### config.mk
export PLATFORM = sky130hd
export DESIGN_NAME = vga_timing_receiver
export DESIGN_NICKNAME = d
export VERILOG_FILES = /design/src/rtl/vga_timing_receiver.sv
export SDC_FILE = /design/constraint.sdc
export NUM_CORES = 1
export LEC_CHECK = 0
export CELL_PAD_IN_SITES_DETAIL_PLACEMENT = 0
export CELL_PAD_IN_SITES_GLOBAL_PLACEMENT = 1
export CORE_ASPECT_RATIO = 0.7
export CORE_UTILIZATION = 41
export CTS_CLUSTER_SIZE = 30
export DETAILED_ROUTE_END_ITERATION = 10
export PLACE_DENSITY = 0.92
export SKIP_LAST_GASP = 1
export SLEW_MARGIN = 20
export SYNTH_ARGS = -nofsm -noshare
export SYNTH_HDL_FRONTEND = slang
export SYNTH_SLANG_ARGS = --single-unit
### constraint.sdc
create_clock -name clk -period 3.9 [get_ports clk]
set_input_delay 0.39 -clock clk [delete_from_list [all_inputs] [get_ports clk]]
set_output_delay 0.39 -clock clk [all_outputs]
set_load 0.1 [all_outputs]
### src/rtl/vga_timing_receiver.sv
// VGA receive front end: samples sync/colour, recovers the beam position,
// checks line/frame timing and reports pixels once timing is locked.
// Optional build macro VGA_RX_CRC_EN adds a per-frame CRC-16-CCITT of the
// captured active pixels; without it frame_crc is held at zero.
module vga_timing_receiver #(
    parameter int unsigned HPIXELS     = 800,
    parameter int unsigned VLINES      = 521,
    parameter int unsigned HPULSE      = 96,
    parameter int unsigned VPULSE      = 2,
    parameter int unsigned HBP         = 144,
    parameter int unsigned HFP         = 784,
    parameter int unsigned VBP         = 31,
    parameter int unsigned VFP         = 511,
    parameter int unsigned LOCK_FRAMES = 2
) (
    input  logic        clk,
    input  logic        rst_n,
    input  logic        h_sync,
    input  logic        v_sync,
    input  logic [5:0]  red,
    input  logic [5:0]  green,
    input  logic [5:0]  blue,
    output logic [9:0]  px_x,
    output logic [9:0]  px_y,
    output logic        px_valid,
    output logic [5:0]  px_red,
    output logic [5:0]  px_green,
    output logic [5:0]  px_blue,
    output logic        locked,
    output logic        frame_start,
    output logic        sync_err,
    output logic [15:0] frame_crc
);
    localparam logic [9:0] SAT     = 10'd1023;
    localparam logic [9:0] H_LAST  = 10'(HPIXELS - 1);
    localparam logic [9:0] V_LAST  = 10'(VLINES - 1);
    localparam logic [9:0] H_PULSE = 10'(HPULSE);
    localparam logic [9:0] V_PULSE = 10'(VPULSE);
    localparam logic [9:0] H_BP    = 10'(HBP);
    localparam logic [9:0] H_FP    = 10'(HFP);
    localparam logic [9:0] V_BP    = 10'(VBP);
    localparam logic [9:0] V_FP    = 10'(VFP);
    localparam logic [3:0] LOCK_N  = 4'(LOCK_FRAMES);

    typedef enum logic [1:0] {SEARCH = 2'd0, VERIFY = 2'd1, LOCKED = 2'd2} state_t;

    logic        hs_q, vs_q, hs_prev_q, vs_prev_q;
    logic [17:0] rgb_q;
    logic [9:0]  hpos_q, vpos_q, hpos_d, vpos_d;
    logic        first_h_q, first_v_q;
    state_t      state_q;
    logic [3:0]  good_q;
    logic        locked_q, sync_err_q, frame_start_q, px_valid_q;
    logic [9:0]  px_x_q, px_y_q;
    logic [17:0] px_rgb_q;

    // Stage 1: register syncs and colour together; previous sync kept for edges.
    // Sync registers idle high so reset release never fakes a falling edge.
    always_ff @(posedge clk or negedge rst_n) begin
        if (!rst_n) begin
            hs_q      <= 1'b1;
            vs_q      <= 1'b1;
            hs_prev_q <= 1'b1;
            vs_prev_q <= 1'b1;
            rgb_q     <= '0;
        end else begin
            hs_q      <= h_sync;
            vs_q      <= v_sync;
            hs_prev_q <= hs_q;
            vs_prev_q <= vs_q;
            rgb_q     <= {red, green, blue};
        end
    end

    logic h_fall, h_rise, v_fall, v_rise;
    assign h_fall = hs_prev_q & ~hs_q;
    assign h_rise = ~hs_prev_q & hs_q;
    assign v_fall = vs_prev_q & ~vs_q;
    assign v_rise = ~vs_prev_q & vs_q;

    // Position of the sample currently in stage 1, both counters saturating.
    always_comb begin
        hpos_d = (hpos_q == SAT) ? SAT : hpos_q + 10'd1;
        if (h_fall) hpos_d = '0;
        vpos_d = vpos_q;
        if (v_fall)                       vpos_d = '0;
        else if (h_fall && vpos_q != SAT) vpos_d = vpos_q + 10'd1;
    end

    logic e_line, e_hwid, e_frame, e_vwid, e_tout, err;
    assign e_line  = h_fall & ~first_h_q & (hpos_q != H_LAST);
    assign e_hwid  = h_rise & (hpos_d != H_PULSE);
    assign e_frame = v_fall & ~first_v_q & (vpos_q != V_LAST);
    assign e_vwid  = v_rise & (vpos_d != V_PULSE);
    assign e_tout  = (hpos_d == SAT) & (hpos_q != SAT);
    assign err     = e_line | e_hwid | e_frame | e_vwid | e_tout;

    logic is_locked, go_search, frame_start_d, in_win, valid_d;
    assign is_locked     = (state_q == LOCKED);
    assign go_search     = err & (state_q != SEARCH);
    assign frame_start_d = v_fall & is_locked;
    assign in_win        = (hpos_d >= H_BP) && (hpos_d < H_FP) &&
                           (vpos_d >= V_BP) && (vpos_d < V_FP);
    assign valid_d       = is_locked & in_win;

    // Position history; the first edges after a loss of lock carry no length info.
    always_ff @(posedge clk or negedge rst_n) begin
        if (!rst_n) begin
            hpos_q    <= '0;
            vpos_q    <= '0;
            first_h_q <= 1'b1;
            first_v_q <= 1'b1;
        end else begin
            hpos_q <= hpos_d;
            vpos_q <= vpos_d;
            if (go_search) begin
                first_h_q <= 1'b1;
                first_v_q <= 1'b1;
            end else begin
                if (h_fall) first_h_q <= 1'b0;
                if (v_fall) first_v_q <= 1'b0;
            end
        end
    end

    // Stage 2: pixel outputs, zeroed outside the locked active window.
    always_ff @(posedge clk or negedge rst_n) begin
        if (!rst_n) begin
            px_valid_q <= 1'b0;
            px_x_q     <= '0;
            px_y_q     <= '0;
            px_rgb_q   <= '0;
        end else begin
            px_valid_q <= valid_d;
            px_x_q     <= valid_d ? hpos_d - H_BP : '0;
            px_y_q     <= valid_d ? vpos_d - V_BP : '0;
            px_rgb_q   <= valid_d ? rgb_q : '0;
        end
    end

    // Lock FSM with registered status; locked shows the state the sample saw.
    always_ff @(posedge clk or negedge rst_n) begin
        if (!rst_n) begin
            state_q       <= SEARCH;
            good_q        <= '0;
            locked_q      <= 1'b0;
            sync_err_q    <= 1'b0;
            frame_start_q <= 1'b0;
        end else begin
            locked_q      <= is_locked;
            sync_err_q    <= go_search;
            frame_start_q <= frame_start_d;
            case (state_q)
                SEARCH: if (v_fall) begin
                    state_q <= VERIFY;
                    good_q  <= '0;
                end
                VERIFY: if (err) begin
                    state_q <= SEARCH;
                end else if (v_fall) begin
                    good_q <= good_q + 4'd1;
                    if (good_q + 4'd1 == LOCK_N) state_q <= LOCKED;
                end
                LOCKED: if (err) state_q <= SEARCH;
                default: state_q <= SEARCH;
            endcase
        end
    end

`ifdef VGA_RX_CRC_EN
    function automatic logic [15:0] crc_step(input logic [15:0] c, input logic [17:0] d);
        logic [15:0] r;
        r = c;
        for (int i = 17; i >= 0; i--) begin
            if (r[15] ^ d[i]) r = {r[14:0], 1'b0} ^ 16'h1021;
            else              r = {r[14:0], 1'b0};
        end
        return r;
    endfunction

    logic [15:0] crc_acc_q, frame_crc_q;

    // Frame CRC: accumulate valid pixels, publish and restart at frame_start.
    always_ff @(posedge clk or negedge rst_n) begin
        if (!rst_n) begin
            crc_acc_q   <= 16'hFFFF;
            frame_crc_q <= '0;
        end else if (go_search) begin
            crc_acc_q   <= 16'hFFFF;
            frame_crc_q <= '0;
        end else if (frame_start_d) begin
            frame_crc_q <= crc_acc_q;
            crc_acc_q   <= 16'hFFFF;
        end else if (valid_d) begin
            crc_acc_q   <= crc_step(crc_acc_q, rgb_q);
        end
    end

    assign frame_crc = frame_crc_q;
`else
    assign frame_crc = '0;
`endif

    assign px_valid    = px_valid_q;
    assign px_x        = px_x_q;
    assign px_y        = px_y_q;
    assign {px_red, px_green, px_blue} = px_rgb_q;
    assign locked      = locked_q;
    assign frame_start = frame_start_q;
    assign sync_err    = sync_err_q;
endmodule

# --- After elaboration in Yosys (flattened, before gate mapping) ---
# Index checks and enable logic that the tools add are counted.
totals:
  ff_bits: 92
  in_bits: 22
  out_inout_bits: 58
  elab_cells: 100
op_classes:
  n_addsub: 5
  n_lt_le_gt_ge: 4
  eq_ne: 17
  muxes: 21
  bitwise: 24
  n_reduce_logical: 11
ops:
  columns: ["cell", "n"]
  rows:
  - ["10-bit 2-to-1 mux", 6]
  - ["10-bit != test, second input constant", 4]
  - ["10-bit by 1-bit adder with 10-bit output, second input constant", 2]
  - ["10-bit == test, second input constant", 2]
  - ["18-bit 2-to-1 mux", 1]
  - ["1-bit AND", 14]
  - ["4-bit 2-to-1 mux", 3]
  - ["10-bit by 5-bit >= comparator with 1-bit output, second input constant", 1]
  - ["10-bit by 8-bit >= comparator with 1-bit output, second input constant", 1]
  - ["10-bit < comparator, second input constant", 1]
  - ["10-bit by 9-bit < comparator with 1-bit output, second input constant", 1]
  - ["2-bit 2-to-1 mux", 5]
  - ["10-bit by 2-bit != test with 1-bit output, second input constant", 1]
  - ["10-bit by 7-bit != test with 1-bit output, second input constant", 1]
  - ["10-bit by 5-bit subtractor with 10-bit output, second input constant", 1]
  - ["10-bit by 8-bit subtractor with 10-bit output, second input constant", 1]
  - ["2-bit != test, second input constant", 4]
  - ["4-bit one-hot mux with 2 select lines", 1]
  - ["4-bit AND reduction", 2]
  - ["2-bit nonzero test", 4]
  - ["3-bit != test, second input constant", 2]
  - ["1-bit inverter", 6]
  - ["2-bit one-hot mux with 3 select lines", 1]
  - ["4-bit by 1-bit adder with 4-bit output, second input constant", 1]
  - ["other kinds (7)", 16]

# --- Logic depth before layout (Yosys ltp) ---
# Gate-level depths: netlist of the first run.
depth:
  depth_word: 11
  depth_mapped: 17
  mapped_depth_nobuf: 13

# --- Worst setup path before layout of the first run ---
# No wires, ideal clock.
synth_timing:
  kind: "reg-to-reg"
  from: "reg hs_prev_q"
  to: "reg good_q[2]"
  setup_ns: 0.087
  arrival_ns: 3.212
  t_required_ns: 3.813
  setup_slack_ns: 0.601
  stages_incl_launch_ff: 13
  n_path_buf: 2
  synth_period_minus_slack_ns: 3.299
  cell_sequence: "dfstp_2 -> nor2b_1 -> buf_1 -> buf_1 -> a21oi_1 -> inv_1 -> ha_1 -> a21boi_0 -> a41oi_1 -> a311o_1 -> or4b_4 -> or3b_1 -> o211ai_1"
synth_via:
  elab_chain_cells: 10
  word_cells_on_any_way: 21
  cone_classes: "4 x eq/ne; 3 x mux; 12 x bitwise; 2 x reduce/logical"
synth_lines:
  columns: ["element", "line_no", "source"]
  rows:
  - ["start: declaration", "47", "logic hs_q, vs_q, hs_prev_q, vs_prev_q;"]
  - ["start signal: assignment", "69", "hs_prev_q <= hs_q;"]
  - ["1-bit AND (*)", "76", "assign h_fall = hs_prev_q & ~hs_q;"]
  - ["10-bit 2-to-1 mux (*)", "84", "if (h_fall) hpos_d = '0;"]
  - ["net hpos_d[4]", "49", "logic [9:0] hpos_q, vpos_q, hpos_d, vpos_d;"]
  - ["10-bit by 7-bit != test with 1-bit output", "92", "assign e_hwid = h_rise & (hpos_d != H_PULSE);"]
  - ["1-bit AND", "92", null]
  - ["1-bit OR (3 in a row)", "96", "assign err = e_line | e_hwid | e_frame | e_vwid | e_tout;"]
  - ["1-bit OR (*)", "96", null]
  - ["2-bit != test (no source line) (*)", null, null]
  - ["4-bit AND reduction (no source line) (*)", null, null]
  - ["end signal: assignment", "161", "good_q <= good_q + 4'd1;"]
  - ["end: declaration", "52", "logic [3:0] good_q;"]
# Mark *: on every way through the listed nets, which the timed path passes. The rest lies on a longest branch.
# A chain may end at the register's enable or synchronous reset.

# --- Final worst setup path of the first run ---
layout_timing:
  from: "reg hpos_q[0]"
  to: "reg good_q[2]"
layout_via:
  elab_chain_cells: 11
  word_cells_on_any_way: 17
  cone_classes: "1 x add/sub; 6 x eq/ne; 2 x mux; 7 x bitwise; 1 x reduce/logical"
layout_lines:
  columns: ["element", "line_no", "source"]
  rows:
  - ["start: declaration", "49", null]
  - ["start signal: assignment", "114", "hpos_q <= hpos_d;"]
  - ["10-bit by 1-bit adder with 10-bit output / 10-bit == test (equally long branches)", "83", "hpos_d = (hpos_q == SAT) ? SAT : hpos_q + 10'd1;"]
  - ["10-bit 2-to-1 mux (*)", "83", null]
  - ["10-bit 2-to-1 mux (*)", "84", null]
  - ["net hpos_d[5]", "49", null]
  - ["10-bit by 7-bit != test with 1-bit output", "92", null]
  - ["1-bit AND", "92", null]
  - ["1-bit OR (3 in a row)", "96", null]
  - ["1-bit OR (*)", "96", null]
  - ["2-bit != test (no source line) (*)", null, null]
  - ["4-bit AND reduction (no source line) (*)", null, null]
# Marks and branches as above.

==> results.yml, run 1 <==
run_status:
  status: "completed"
worst_setup_path:
  startpoint: "hpos_q[0]$_DFF_PN0_"
  path_cells: "ha_1, and4_1, nand3_1, a21oi_2, ha_1, a21boi_0, a41oi_1, a311o_1, or4b_4, or3b_1, o211ai_1"
  max_stage_delay_ns: 0.53
  path_class: "reg -> reg"
  r2r_slack_ns: 0.29
  reg2reg_from: "hpos_q[0]$_DFF_PN0_"
  worstPathRequired_ns: 4.15
  worst-path-buf-inv: 0
  critPathSlowestCell: "or4b_4"
  arrival_ns: 3.87
  crit_path_start_kind: "register"
  crit_end: "good_q[2]$_DFFE_PN0P_"
  crit_top_cell: "ha_1"
  worstSetupEndpointType: "register"
  crit_fanout: 8
  cp_top_family: "simple AND/OR/NAND/NOR gates"
  reg2reg_to: "good_q[2]$_DFFE_PN0P_"
  path_depth: 11
  ff2ff_path_depth: 11
synth:
  syn_area_sq_mm: 0.00417
  yosysUniqueCellTypes: 64
  yosys_register_bits: 92
  syn_avg_cell_area_sq_um: 11.3
  ys.flop_type: "dfrtp_1"
  synthCells: 369
  synthArstFlopShare: 1.00
  synth_edf_count: 0
  yosysWarnings: 0
  ys_seq_area_frac: 0.554
clocking:
  htreeDepth: 3
  path_clk_slew_ns: 0.07
  cts_sinks: 92
  post_cts_buffers: 0
  hold_buffers: 0
  cts_resized: 0
  worstSkewPairLatency_ns: 0.34
  cts_tree: "built"
  cts_buffers: 9
  clk_path_buf_depth: 2
  cts-root-buf: "clkbuf_16"
global_route:
  track_usage: 0.177
  grt_pass1_wl_mm: 14.2
  grt_pass1_vias: 2803
  grt_start_max_net_pins: 69
  antenna_found_initial: 0
  grt_overflow_total: 0
power_and_ir_drop:
  leakage_nw: 2.22
  p_int_mw: 1.55
  swShare: 0.287
  p_sw_mw: 0.625
  clockPowerShare: 0.365
  powerDensity_mw_per_mm2: 424
  vdd_drop_max_mv: 0.345
  seq_power_share: 0.487
  combPwrFrac: 0.148
route:
  routedWlPerCell_um: 15.4
  drc: 0
  drtIter0Drc: 227
  vias_per_cell: 5.24
  postRouteAntennaNets: 0
  drt_wl_total_mm: 8.69
  vias: 2967
  drt_first_pass_iters: 5
worst_hold_path:
  hold_class: "in -> async"
die:
  die_area_sq_mm: 0.0106
  die_w_um: 123
  core.rowCount: 30
  core_area_sq_mm: 0.00980
  start_util: 0.425
  io_pins: 80
  die_y_um: 86.4
layout:
  final_cells: 566
  synthToLayoutAreaGrowth_pct: 23.3
  nets: 466
  diodes: 0
  finalInstanceArea_sq_mm: 0.00514
  drive_gt1_frac: 0.107
timing:
  final_hold_viol_count: 0
  finalCritPeriodShare: 0.927
  fmax_mhz: 277
  fin_crit_ns: 3.61
  finalSetupViolCount: 0
  tns_ns: 0
  fin_worst_skew_ns: 0.00724
  rsz0062_at_grt: "false"
  holdWs_ns: 0.123
  slew_headroom: 0.344
  final_max_slew_viol_count: 0
  tightest_slew_ns: 0.981
placement:
  portBuffers: 63
  gp_congestion: 0.877
  dpl_cell_area_sq_mm: 0.00486
  dpl.hpwl_mm: 6.15
  dpl.cell_count: 550
run:
  maxCapViolations: 0
-- cells in the final DEF, fill, tap and decap left out, drive strengths merged, types with 4 or more instances in the layout --
cell type / instances
inv: 14
and4: 5
nor2b: 4
clkbuf: 11
mux2i: 4
nor3: 7
nand4: 11
a31o: 5
buf: 8
nor2: 31
a21boi: 4
nand3: 10
nor4: 6
xnor2: 16
conb: 16
a31oi: 4
nand2: 10
ha: 11
dfstp: 6
and3: 7
o31ai: 6
o21ai: 6
a21oi: 13
clkdlybuf4s50: 62
dfrtp: 86
nand2b: 8
and2: 25
-- metal layers --
layer,vias up,wire [um],GRT usage,share of wire
li1,1396,-,-,-
met1,1473,4080,0.248,0.47
met2,89,3990,0.263,0.46
met3,9,535,0.0533,0.062
met4,0,76,0.0565,0.0087
met5,-,0,0,0
-- power groups by stage --
| stage | Clock (mW) | Combinational, mW | Sequential (mW) |
|---|---|---|---|
| floorplan | 0 | 0.252 | 1.07 |
| global placement | 0 | 0.311 | 1.07 |
| detailed placement | 0 | 0.317 | 1.08 |
| CTS | 0.813 | 0.323 | 1.06 |
| global route | 0.858 | 0.353 | 1.07 |
| finish | 0.794 | 0.322 | 1.06 |
-- worst reg2reg max path, cell delays in order, from the launching register on --
cell and delay, ns:
dfrtp_1 0.43, ha_1 0.20, and4_1 0.27, nand3_1 0.28, a21oi_2 0.34, ha_1 0.21
a21boi_0 0.24, a41oi_1 0.14, a311o_1 0.41, or4b_4 0.53, or3b_1 0.37, o211ai_1 0.11
-- state kept, by name, summed over array words and instances (netlist names), 2 cells and up --
name	cells
good_q	4
hpos_q	10
px_rgb_q	18
px_x	10
px_y	10
rgb_q	18
state_q	2
vpos_q	10
-- how the worst min path moves through the flow --
stage	start	endpoint	slack [ns]
after CTS	rst_n	px_y[4]$_DFF_PN0_	0.19
after global placement	hs_q$_DFF_PN1_	hs_prev_q$_DFF_PN1_	0.38
after global routing	rst_n	px_y[4]$_DFF_PN0_	0.20
after detailed placement	hs_q$_DFF_PN1_	hs_prev_q$_DFF_PN1_	0.38
final	rst_n	px_y[4]$_DFF_PN0_	0.12
after floorplan	rst_n	frame_start$_DFF_PN0_	0.09
-- cells by family after synthesis --
kind of cell,after synthesis,share of synthesized area
simple gates,136,0.188
flops,92,0.554
compound gates,61,0.112
buf+inv,45,0.0612
xor+xnor,18,0.0378
fa+ha+maj,11,0.0330
mux,5,0.0123
other cells,1,0.000900
-- final cells by class --
type | instances | area, sq um
Sequential cell | 92 | 2310
Tap cell | 128 | 160
Timing Repair Buffer | 70 | 681
Fill cell | 858 | 4660
Inverter | 13 | 48.8
Multi-Input combinational cell | 247 | 1670
Clock buffer | 11 | 233
Clock inverter | 5 | 37.5
-- per-stage QoR --
step	utilization	total power, mW	setup slack (ns)
6_report	0.525	2.18	0.287
5_1_grt	0.525	2.28	0.0715
4_1_cts	0.523	2.20	0.0926
3_5_place_dp	0.496	1.39	0.110
3_3_place_gp	0.496	1.38	0.141
2_1_floorplan	-	1.32	0.601
-- synthesized netlist by cell type, types with 3 or more instances --
master | count | area [sq um]
ha_1 | 11 | 138
mux2i_1 | 4 | 40.0
and3_1 | 6 | 37.5
buf_4 | 17 | 128
buf_1 | 3 | 11.3
buf_2 | 5 | 25.0
dfstp_2 | 6 | 158
nor3_1 | 7 | 35.0
nand2b_1 | 7 | 43.8
nor2_1 | 30 | 113
a31o_2 | 5 | 43.8
nand3_1 | 10 | 50.1
and4_1 | 5 | 43.8
dfrtp_1 | 86 | 2150
xnor2_1 | 16 | 140
nor2b_1 | 4 | 25.0
a21boi_0 | 4 | 30.0
o31ai_1 | 6 | 45.0
nand2_1 | 10 | 37.5
a21oi_1 | 12 | 60.1
and2_1 | 24 | 150
clkbuf_1 | 4 | 15.0
o21ai_0 | 6 | 30.0
a41oi_1 | 3 | 26.3
a31oi_1 | 4 | 25.0
nor4_1 | 6 | 37.5
inv_1 | 13 | 48.8
nand4_1 | 11 | 68.8
Note: power is estimated with default switching activity, not from simulation.
==> run 2, diff against run 1 <==
Settings changed: CAP_MARGIN set to 5, HOLD_SLACK_MARGIN set to 0.06.
==> results of run 2 <==
Same layout as run 1: the final DEF is identical, and so are final timing and power.
